[src/rtl/fetch_prefetch_unit.sv]
// ---------------------------------------------------------------------------
// fetch_prefetch_unit
//
// Instruction-fetch front end with prefetch. A small FSM issues one request
// at a time to a variable-latency instruction memory (req/ack handshake).
// Returned words are buffered in a DEPTH-entry FIFO. The FIFO head is
// presented to the ID stage. freeze holds the head. branch_taken flushes the
// FIFO and redirects the fetch address.
//
// Optional feature (macro FETCH_PERF_CNT_EN): adds 32-bit fetch_count and
// drop_count outputs.
//
// Ports:
//   clk, rst          clock, asynchronous active-high reset
//   freeze            hold the presented instruction (no pop)
//   branch_taken      flush FIFO and redirect to branch_addr
//   branch_addr       redirect target (word aligned)
//   imem_req          registered request, high while a fetch is outstanding
//   imem_addr         registered request address
//   imem_ack          one-cycle response strobe, qualifies imem_rdata
//   imem_rdata        fetched word
//   valid             instruction/pc are meaningful
//   instruction       FIFO head word (0 when !valid)
//   pc                FIFO head address + 4 (0 when !valid)
//   fetch_count       pushes into the FIFO            (FETCH_PERF_CNT_EN)
//   drop_count        discarded responses + flushed entries (FETCH_PERF_CNT_EN)
// ---------------------------------------------------------------------------
module fetch_prefetch_unit #(
    parameter int                    ADDR_WIDTH  = 32,
    parameter int                    INSTR_WIDTH = 32,
    parameter int                    DEPTH       = 4,
    parameter logic [ADDR_WIDTH-1:0] RESET_PC    = '0
) (
    input  logic                   clk,
    input  logic                   rst,
    input  logic                   freeze,
    input  logic                   branch_taken,
    input  logic [ADDR_WIDTH-1:0]  branch_addr,
    output logic                   imem_req,
    output logic [ADDR_WIDTH-1:0]  imem_addr,
    input  logic                   imem_ack,
    input  logic [INSTR_WIDTH-1:0] imem_rdata,
    output logic                   valid,
    output logic [INSTR_WIDTH-1:0] instruction,
    output logic [ADDR_WIDTH-1:0]  pc
`ifdef FETCH_PERF_CNT_EN
    ,
    output logic [31:0]            fetch_count,
    output logic [31:0]            drop_count
`endif
);

    localparam int PW = $clog2(DEPTH);
    localparam int CW = PW + 1;
    localparam logic [CW-1:0] DEPTH_C = CW'(DEPTH);

    typedef enum logic [1:0] {
        IDLE = 2'd0,
        REQ  = 2'd1,
        DROP = 2'd2
    } state_t;

    state_t                 r_state, w_state_nxt;
    logic [ADDR_WIDTH-1:0]  r_fpc, w_fpc_nxt;
    logic [ADDR_WIDTH-1:0]  r_tgt, w_tgt_nxt;
    logic [CW-1:0]          r_count, w_count_nxt;
    logic [PW-1:0]          r_wptr, r_rptr;
    logic [INSTR_WIDTH-1:0] r_mem_instr [DEPTH];
    logic [ADDR_WIDTH-1:0]  r_mem_pc    [DEPTH];

    logic                   w_push, w_pop, w_discard, w_space;
    logic [ADDR_WIDTH-1:0]  w_fpc_inc;

    assign w_fpc_inc = r_fpc + ADDR_WIDTH'(4);
    assign valid     = (r_count != '0);
    assign w_pop     = valid && !freeze && !branch_taken;
    // A response is kept only in REQ and only when no redirect arrives with it.
    assign w_push    = (r_state == REQ) && imem_ack && !branch_taken;
    assign w_discard = imem_ack && (((r_state == REQ) && branch_taken) || (r_state == DROP));

    // Occupancy after this cycle's push/pop; a flush empties the FIFO.
    assign w_count_nxt = branch_taken ? '0
                       : (r_count + CW'(w_push) - CW'(w_pop));
    assign w_space     = (w_count_nxt < DEPTH_C);

    assign imem_req    = (r_state != IDLE);
    assign imem_addr   = r_fpc;
    assign instruction = valid ? r_mem_instr[r_rptr] : '0;
    assign pc          = valid ? r_mem_pc[r_rptr]    : '0;

    always_ff @(posedge clk or posedge rst) begin
        if (rst) begin
            r_state <= IDLE;
            r_fpc   <= RESET_PC;
        end else begin
            r_state <= w_state_nxt;
            r_fpc   <= w_fpc_nxt;
        end
    end

    // Redirect target is only read in DROP, after it has been written.
    always_ff @(posedge clk) begin
        r_tgt <= w_tgt_nxt;
    end

    always_comb begin
        w_state_nxt = r_state;
        w_fpc_nxt   = r_fpc;
        w_tgt_nxt   = r_tgt;
        case (r_state)
            IDLE: begin
                if (branch_taken) begin
                    w_fpc_nxt   = branch_addr;
                    w_state_nxt = REQ;
                end else if (w_space) begin
                    w_state_nxt = REQ;
                end
            end
            REQ: begin
                if (imem_ack) begin
                    if (branch_taken) begin
                        w_fpc_nxt   = branch_addr;
                        w_state_nxt = REQ;
                    end else begin
                        w_fpc_nxt   = w_fpc_inc;
                        w_state_nxt = w_space ? REQ : IDLE;
                    end
                end else if (branch_taken) begin
                    // Request must stay stable until its ack; remember target.
                    w_tgt_nxt   = branch_addr;
                    w_state_nxt = DROP;
                end
            end
            DROP: begin
                if (imem_ack) begin
                    // A redirect arriving with the ack is the newest target.
                    w_fpc_nxt   = branch_taken ? branch_addr : r_tgt;
                    w_state_nxt = REQ;
                end else if (branch_taken) begin
                    w_tgt_nxt = branch_addr;
                end
            end
            default: w_state_nxt = IDLE;
        endcase
    end

    always_ff @(posedge clk or posedge rst) begin
        if (rst) begin
            r_wptr  <= '0;
            r_rptr  <= '0;
            r_count <= '0;
        end else if (branch_taken) begin
            r_wptr  <= '0;
            r_rptr  <= '0;
            r_count <= '0;
        end else begin
            if (w_push) r_wptr <= r_wptr + PW'(1);
            if (w_pop)  r_rptr <= r_rptr + PW'(1);
            r_count <= w_count_nxt;
        end
    end

    always_ff @(posedge clk) begin
        if (w_push) begin
            r_mem_instr[r_wptr] <= imem_rdata;
            r_mem_pc[r_wptr]    <= w_fpc_inc;
        end
    end

`ifdef FETCH_PERF_CNT_EN
    logic [31:0] r_fetch_cnt, r_drop_cnt;

    always_ff @(posedge clk or posedge rst) begin
        if (rst) begin
            r_fetch_cnt <= '0;
            r_drop_cnt  <= '0;
        end else begin
            if (w_push) r_fetch_cnt <= r_fetch_cnt + 32'd1;
            // Flushed entries: the whole FIFO, since a branch blocks the pop.
            r_drop_cnt <= r_drop_cnt + 32'(w_discard)
                        + (branch_taken ? 32'(r_count) : 32'd0);
        end
    end

    assign fetch_count = r_fetch_cnt;
    assign drop_count  = r_drop_cnt;
`endif

endmodule

[config.mk]
export PLATFORM = sky130hd
export DESIGN_NAME = fetch_prefetch_unit
export DESIGN_NICKNAME = d
export VERILOG_FILES = /design/src/rtl/fetch_prefetch_unit.sv
export SDC_FILE = /design/constraint.sdc
export NUM_CORES = 1
export LEC_CHECK = 0
export BUFFER_PORTS_ARGS = -buffer_cell sky130_fd_sc_hd__clkbuf_2
export CAP_MARGIN = 20
export CORE_ASPECT_RATIO = 1.75
export CORE_MARGIN = 3
export CORE_UTILIZATION = 53
export CTS_BUF_LIST = sky130_fd_sc_hd__clkbuf_4 sky130_fd_sc_hd__clkbuf_8 sky130_fd_sc_hd__clkbuf_16
export CTS_CLUSTER_SIZE = 20
export DETAILED_ROUTE_END_ITERATION = 16
export PLACE_DENSITY = 0.86
export SLEW_MARGIN = 20
export SYNTH_ARGS = -nofsm -noshare
export SYNTH_HDL_FRONTEND = slang
export SYNTH_SLANG_ARGS = --single-unit
[constraint.sdc]
create_clock -name clk -period 3.3 [get_ports clk]
set_input_delay 0 -clock clk [delete_from_list [all_inputs] [get_ports clk]]
set_output_delay 0 -clock clk [all_outputs]
set_load 0.005 [all_outputs]
==> results of run 1 <==
area by class of cell:
cell class,instances,share of cell area [%]
clock buffer,31,4.29
clock inverter,22,1.79
inverter,23,0.492
multi-input combinational,508,25.5
sequential,329,55.2
tap,364,2.60
timing repair buffer,259,10.1
path summary, 6_finish.rpt:
check | start | to | slack [ns] | depth (start not counted)
min in group clk | imem_rdata[11] | r_mem_instr[0][11] | 0.21 | 2
max | r_state[1] | r_state[0] | 0.40 | 14
max reg2reg | r_state[1] | r_state[0] | 0.40 | 14
max in group asynchronous | rst | imem_addr[17] | 2.40 | 5
min reg2reg | r_tgt[21] | r_tgt[21] | 0.58 | 1
min | rst | imem_addr[7] | 0.07 | 3
critical path: stages (launching register included):
cell and delay (ns):
dfrtp_1 0.43, inv_1 0.14, ha_1 0.20, nor2b_1 0.22
nand2_1 0.09, ha_1 0.28, inv_1 0.05, ha_1 0.12
inv_1 0.05, fa_1 0.38, xnor3_1 0.21, nor2_1 0.07
nand2_1 0.13, o21ai_0 0.09, a211o_1 0.30
logic make-up after synthesis:
kind of cell               count (synthesis)  synth area share (%)
adders and majority gates                 13                  1.18
and+or+nand+nor                          234                  8.64
xor gates and xnor gates                  32                  2.03
muxes                                     94                  12.3
buffers and inverters                     88                  2.35
DFF                                      329                  66.8
AOI/OAI and AO/OA                        135                  6.67
cell usage after synthesis, drive strengths merged, types with 2 or more instances:
master / number
and4: 2
o31a: 7
nor4: 4
nor2: 54
o22ai: 2
nor3: 18
a22oi: 4
nand2b: 3
a41oi: 2
a221oi: 13
and2: 66
a22o: 3
dfrtp: 41
nor2b: 2
nand3b: 2
o211ai: 4
inv: 23
a21oi: 16
o32ai: 5
mux2: 30
clkbuf: 50
o31ai: 9
xor2: 13
edfxtp: 288
a31oi: 4
a32o: 2
o21ai: 38
xnor2: 18
o211a: 2
nand3: 15
o2bb2ai: 4
and3: 9
ha: 12
a221o: 9
nand4: 12
a32oi: 3
buf: 15
or4: 3
nand2: 40
mux4: 64
metrics by stage:
stage	hold WS, ns	utilization, %
3_3_place_gp	0.212	59.0
5_1_grt	0.113	65.5
6_report	0.0673	65.5
2_1_floorplan	0.0989	-
3_5_place_dp	0.220	59.0
4_1_cts	0.189	65.5
registers in the layout, indices dropped and copies added (netlist names):
signal and flops:
r_mem_pc 128, r_wptr 2, r_rptr 2, imem_addr 32, r_state 2, r_mem_instr 128, r_tgt 32, r_count 3
layer usage:
layer,track usage (%),part of all wire [%],up-vias
met2,38.7,52,417
li1,-,-,4053
met3,2.54,6.1,90
met1,27.8,37,4501
met5,0,0,-
met4,10.4,4.5,0
where the power goes:
group | internal, W | total, W | switching, W
clock network | 0.00221 | 0.00369 | 0.00148
logic | 0.00212 | 0.00475 | 0.00263
registers | 0.00536 | 0.00600 | 0.000639
timing repair:
item	in CTS	in global routing
endpoints found under the setup margin	0	0
endpoints found under the hold margin	221	0
resized for setup	0	0
hold buffers	68	0
==> metrics.cfg, run 1 <==
[drt]
post-route-drc-count = 0
vias_per_cell = 5.90
drtPass1Iterations = 5
totalWireLength_um = 32400
ant_nets = 0
wl_per_cell_um = 21.1
num_vias = 9061
dr.first_iter.drc_count = 617

[synthesis]
avgSynthCellArea_um2 = 15.6
async_flop_share_pct = 12.5
syn_nets = 1007
synth_top_flop_cell = edfxtp_1
yosysWarnings = 0
synth_edf_count = 288
ys_types = 60
synth_seq_cells = 329
syn-instance-count = 925
yosysTopAreaCellShare_pct = 59.8
ys_seq_area_share_pct = 66.8
syn_area_um2 = 14500
yosysTopAreaCell = edfxtp_1
synth_area_leaders = edfxtp_1, mux4_2, dfrtp_1

[global_routing]
grtUsageTotal_pct = 22.3
antenna_found_initial = 0
overflow = 0
grt_max_degree = 66
grt_pass1_vias = 9390
grt_pass1_wl_um = 50800

[timing]
rsz0062_at_grt = false
finClkSkew_ns = 0.0122
post-route-period-util_pct = 87.8
hold_viol = 0
max_freq_ghz = 0.345
max-slew-margin-rel_pct = 46.8
setup_slack_ns = 0.402
finalSetupViolCount = 0
worst_pin_slew_ns = 0.798
fin_tns_setup_ns = 0
period_minus_slack_ns = 2.90
slew_violations = 0

[finish]
regArea_um2 = 9680
design_area_um2 = 17500
areaGrowthSynthToFinish_pct = 21.2
final_common_cell = edfxtp_1
instances_no_fill = 1536
antenna_cells = 0
final_cell_mix = edfxtp_1, clkbuf_2, dlygate4sd3_1
drive_gt1_share_pct = 30.3
num-nets-final = 1232
fillCellCount = 1806
multi_input_area_um2 = 4480

[worst_setup_path]
critPathMaxFanout = 4
critPathKind = reg2reg
worstPathArrival_ns = 3.34
worst_ep_required_time_ns = 3.74
end_kind = flop
critPathLaunchType = flop

[floorplanning]
core-area_um2 = 26800
ios = 167
dieWidth_um = 131
row_count = 79
initial_core_util_pct = 54.0
die_y_um = 225
die_area_um2 = 29400

[cts]
root_buffer = clkbuf_16
cts_max_path_buffers = 3
numCtsBuffers = 29
htreeDepth = 1
cts_setup_buffers = 0
worstSkewPairLatency_ns = 0.55
path_clk_slew_ns = 0.07
cts_tree = done
cts_sinks = 329

[place]
hpwl_um = 20800
place.gp.congestion = 0.913
placed_area_um2 = 15800
pre_cts_ws_ns = 0.566
place_inst = 1415
port_buffers = 166

[power]
total_power_w = 0.0144
p_per_area_nw_per_um2 = 823
p_leak_nw = 6.27
max-vdd-ir-drop_uv = 602

[job]
drv_cap = 0

[outcome]
status = completed

[min_path]
hold_path.class = in2async

Power figures use the tool's default switching activity.
==> run 2: changes to the inputs <==
--- a/config.mk
+++ b/config.mk
@@ -7,7 +7,7 @@
 export LEC_CHECK = 0
 export BUFFER_PORTS_ARGS = -buffer_cell sky130_fd_sc_hd__clkbuf_2
 export CAP_MARGIN = 20
-export CORE_ASPECT_RATIO = 1.75
+export CORE_ASPECT_RATIO = 1.1
 export CORE_MARGIN = 3
 export CORE_UTILIZATION = 53
 export CTS_BUF_LIST = sky130_fd_sc_hd__clkbuf_4 sky130_fd_sc_hd__clkbuf_8 sky130_fd_sc_hd__clkbuf_16
==> metrics.cfg, run 2 (same netlist as run 1, synthesis figures left out) <==
[outcome]
status = completed

[cts]
path_clk_slew_ns = 0.06
worstSkewPairLatency_ns = 0.56
cts_max_path_buffers = 3
cts_setup_buffers = 0
cts_sinks = 329
htreeDepth = 1
ctsResizeCount = 0
root_buffer = clkbuf_16
numCtsBuffers = 31
cts_tree = done

[worst_setup_path]
worstPathArrival_ns = 3.36
critical_path.max_stage_delay_ns = 0.45
ff2ff_path_depth = 13
critPathLaunchType = flop
worst_path_max_delay_cell = a2111oi_0
reg2reg_to = r_state[0]
critPathKind = reg2reg
end_kind = flop
r2r_setup_slack_ns = 0.44
worst_ep_required_time_ns = 3.80
critPathLaunch = r_state[1]
r2r_start = r_state[1]
cp_cell_sequence = inv_1, ha_1, nor2b_1, nand2_1, ha_1, inv_1, ha_1, inv_1, fa_1, xnor3_1, nor2_1, a2111oi_0, a211o_1
critPathMaxFanout = 4

[drt]
ant_nets = 0
vias_per_cell = 5.99
wl_per_cell_um = 21.9
post-route-drc-count = 0
num_vias = 9157
drtPass1Iterations = 5
dr.first_iter.drc_count = 787
totalWireLength_um = 33500

[timing]
finalSetupViolCount = 0
worst_pin_slew_ns = 0.973
hold_viol = 0
post-route-period-util_pct = 86.7
max_freq_ghz = 0.350
slew_violations = 0
fin_tns_setup_ns = 0
max-slew-margin-rel_pct = 35.1
period_minus_slack_ns = 2.86
rsz0062_at_grt = false
finClkSkew_ns = 0.0199

[global_routing]
grtUsageTotal_pct = 23.3
grt_max_degree = 66
antenna_found_initial = 0
grt_pass1_wl_um = 52600
grt_pass1_vias = 9389
overflow = 0

[floorplanning]
ios = 167
die_y_um = 179
die_area_um2 = 29300
core-area_um2 = 26500
initial_core_util_pct = 54.6
row_count = 62
dieWidth_um = 164

[finish]
final_core_util_pct = 66.2
reg_top3 = r_mem_instr: 128 flops, r_mem_pc: 128 flops
areaGrowthSynthToFinish_pct = 21.4
regArea_um2 = 9680
fillCellCount = 1816
drive_gt1_share_pct = 30.1
final_common_cell = edfxtp_1
multi_input_area_um2 = 4480
num-nets-final = 1234
antenna_cells = 0
final_cell_mix = edfxtp_1, clkbuf_2, dlygate4sd3_1

[min_path]
hold_path.class = in2reg
min_from = imem_rdata[27]
holdPathEnd = r_mem_instr[0][27]
hold_depth = 2

[place]
place.gp.congestion = 0.872
hpwl_um = 21000
port_buffers = 166

[job]
drv_cap = 0

[power]
max-vdd-ir-drop_uv = 622
p_per_area_nw_per_um2 = 830
p_leak_nw = 6.31

## run 2: worst max-delay path, delay by kind of cell, from the launching register on
kind / cells / cell delay, ns
adders and majority gates: 4 / 0.99
AOI/OAI and AO/OA: 2 / 0.61
DFF: 1 / 0.42
and+or+nand+nor: 3 / 0.32
buffers and inverters: 3 / 0.25
xor gates and xnor gates: 1 / 0.22
## run 2: how the worst max path moves through the flow
stage | endpoint | slack (ns) | cells past startpoint
floorplan | r_mem_instr[1][0] | 0.0001 | 6
global placement | r_state[0] | 0.65 | 14
detailed placement | r_state[0] | 0.52 | 14
CTS | r_state[0] | 0.49 | 14
global route | r_state[0] | 0.27 | 14
finish | r_state[0] | 0.44 | 13
## run 2: final cells by class
| cell class | count | share of cell area [%] |
|---|---|---|
| Inverter | 23 | 0.491 |
| Tap cell | 352 | 2.51 |
| Multi-Input combinational cell | 508 | 25.5 |
| Clock buffer | 35 | 4.59 |
| Sequential cell | 329 | 55.1 |
| Clock inverter | 22 | 1.70 |
| Timing Repair Buffer | 259 | 10.1 |
## run 2: layer usage
layer	vias to the layer above	routed length (um)	part of all wire, %	global-route usage [%]
li1	4070	-	-	-
met1	4612	13200	39	31.2
met5	-	0	0	0
met3	69	2590	7.7	3.88
met4	0	756	2.3	5.46
met2	406	16900	51	40.4
## run 2: per-stage QoR
step	hold slack, ns	total power (W)	cells	instance area [um2]	setup slack, ns
finish	0.204	0.0146	1528	17600	0.439
global route	0.190	0.0154	1528	17600	0.266
floorplan	0.0989	0.00896	925	14500	0.000145
detailed placement	-0.162	0.0107	1402	15800	0.517
global placement	-0.162	0.0105	1402	15800	0.652
CTS	0.185	0.0146	1528	17600	0.489
## run 2: repair_timing
| action | in CTS | in global routing |
|---|---|---|
| setup endpoints to repair | 0 | 0 |
| endpoints found under the hold margin | 239 | 0 |
| hold buffers | 69 | 0 |
## run 2: power by group
part / switching (W) / internal, W / leakage [nW] / total, W
clock: 0.00152 / 0.00231 / 0.539 / 0.00382
sequential: 0.000650 / 0.00536 / 3.13 / 0.00601
combinational: 0.00264 / 0.00211 / 2.64 / 0.00475
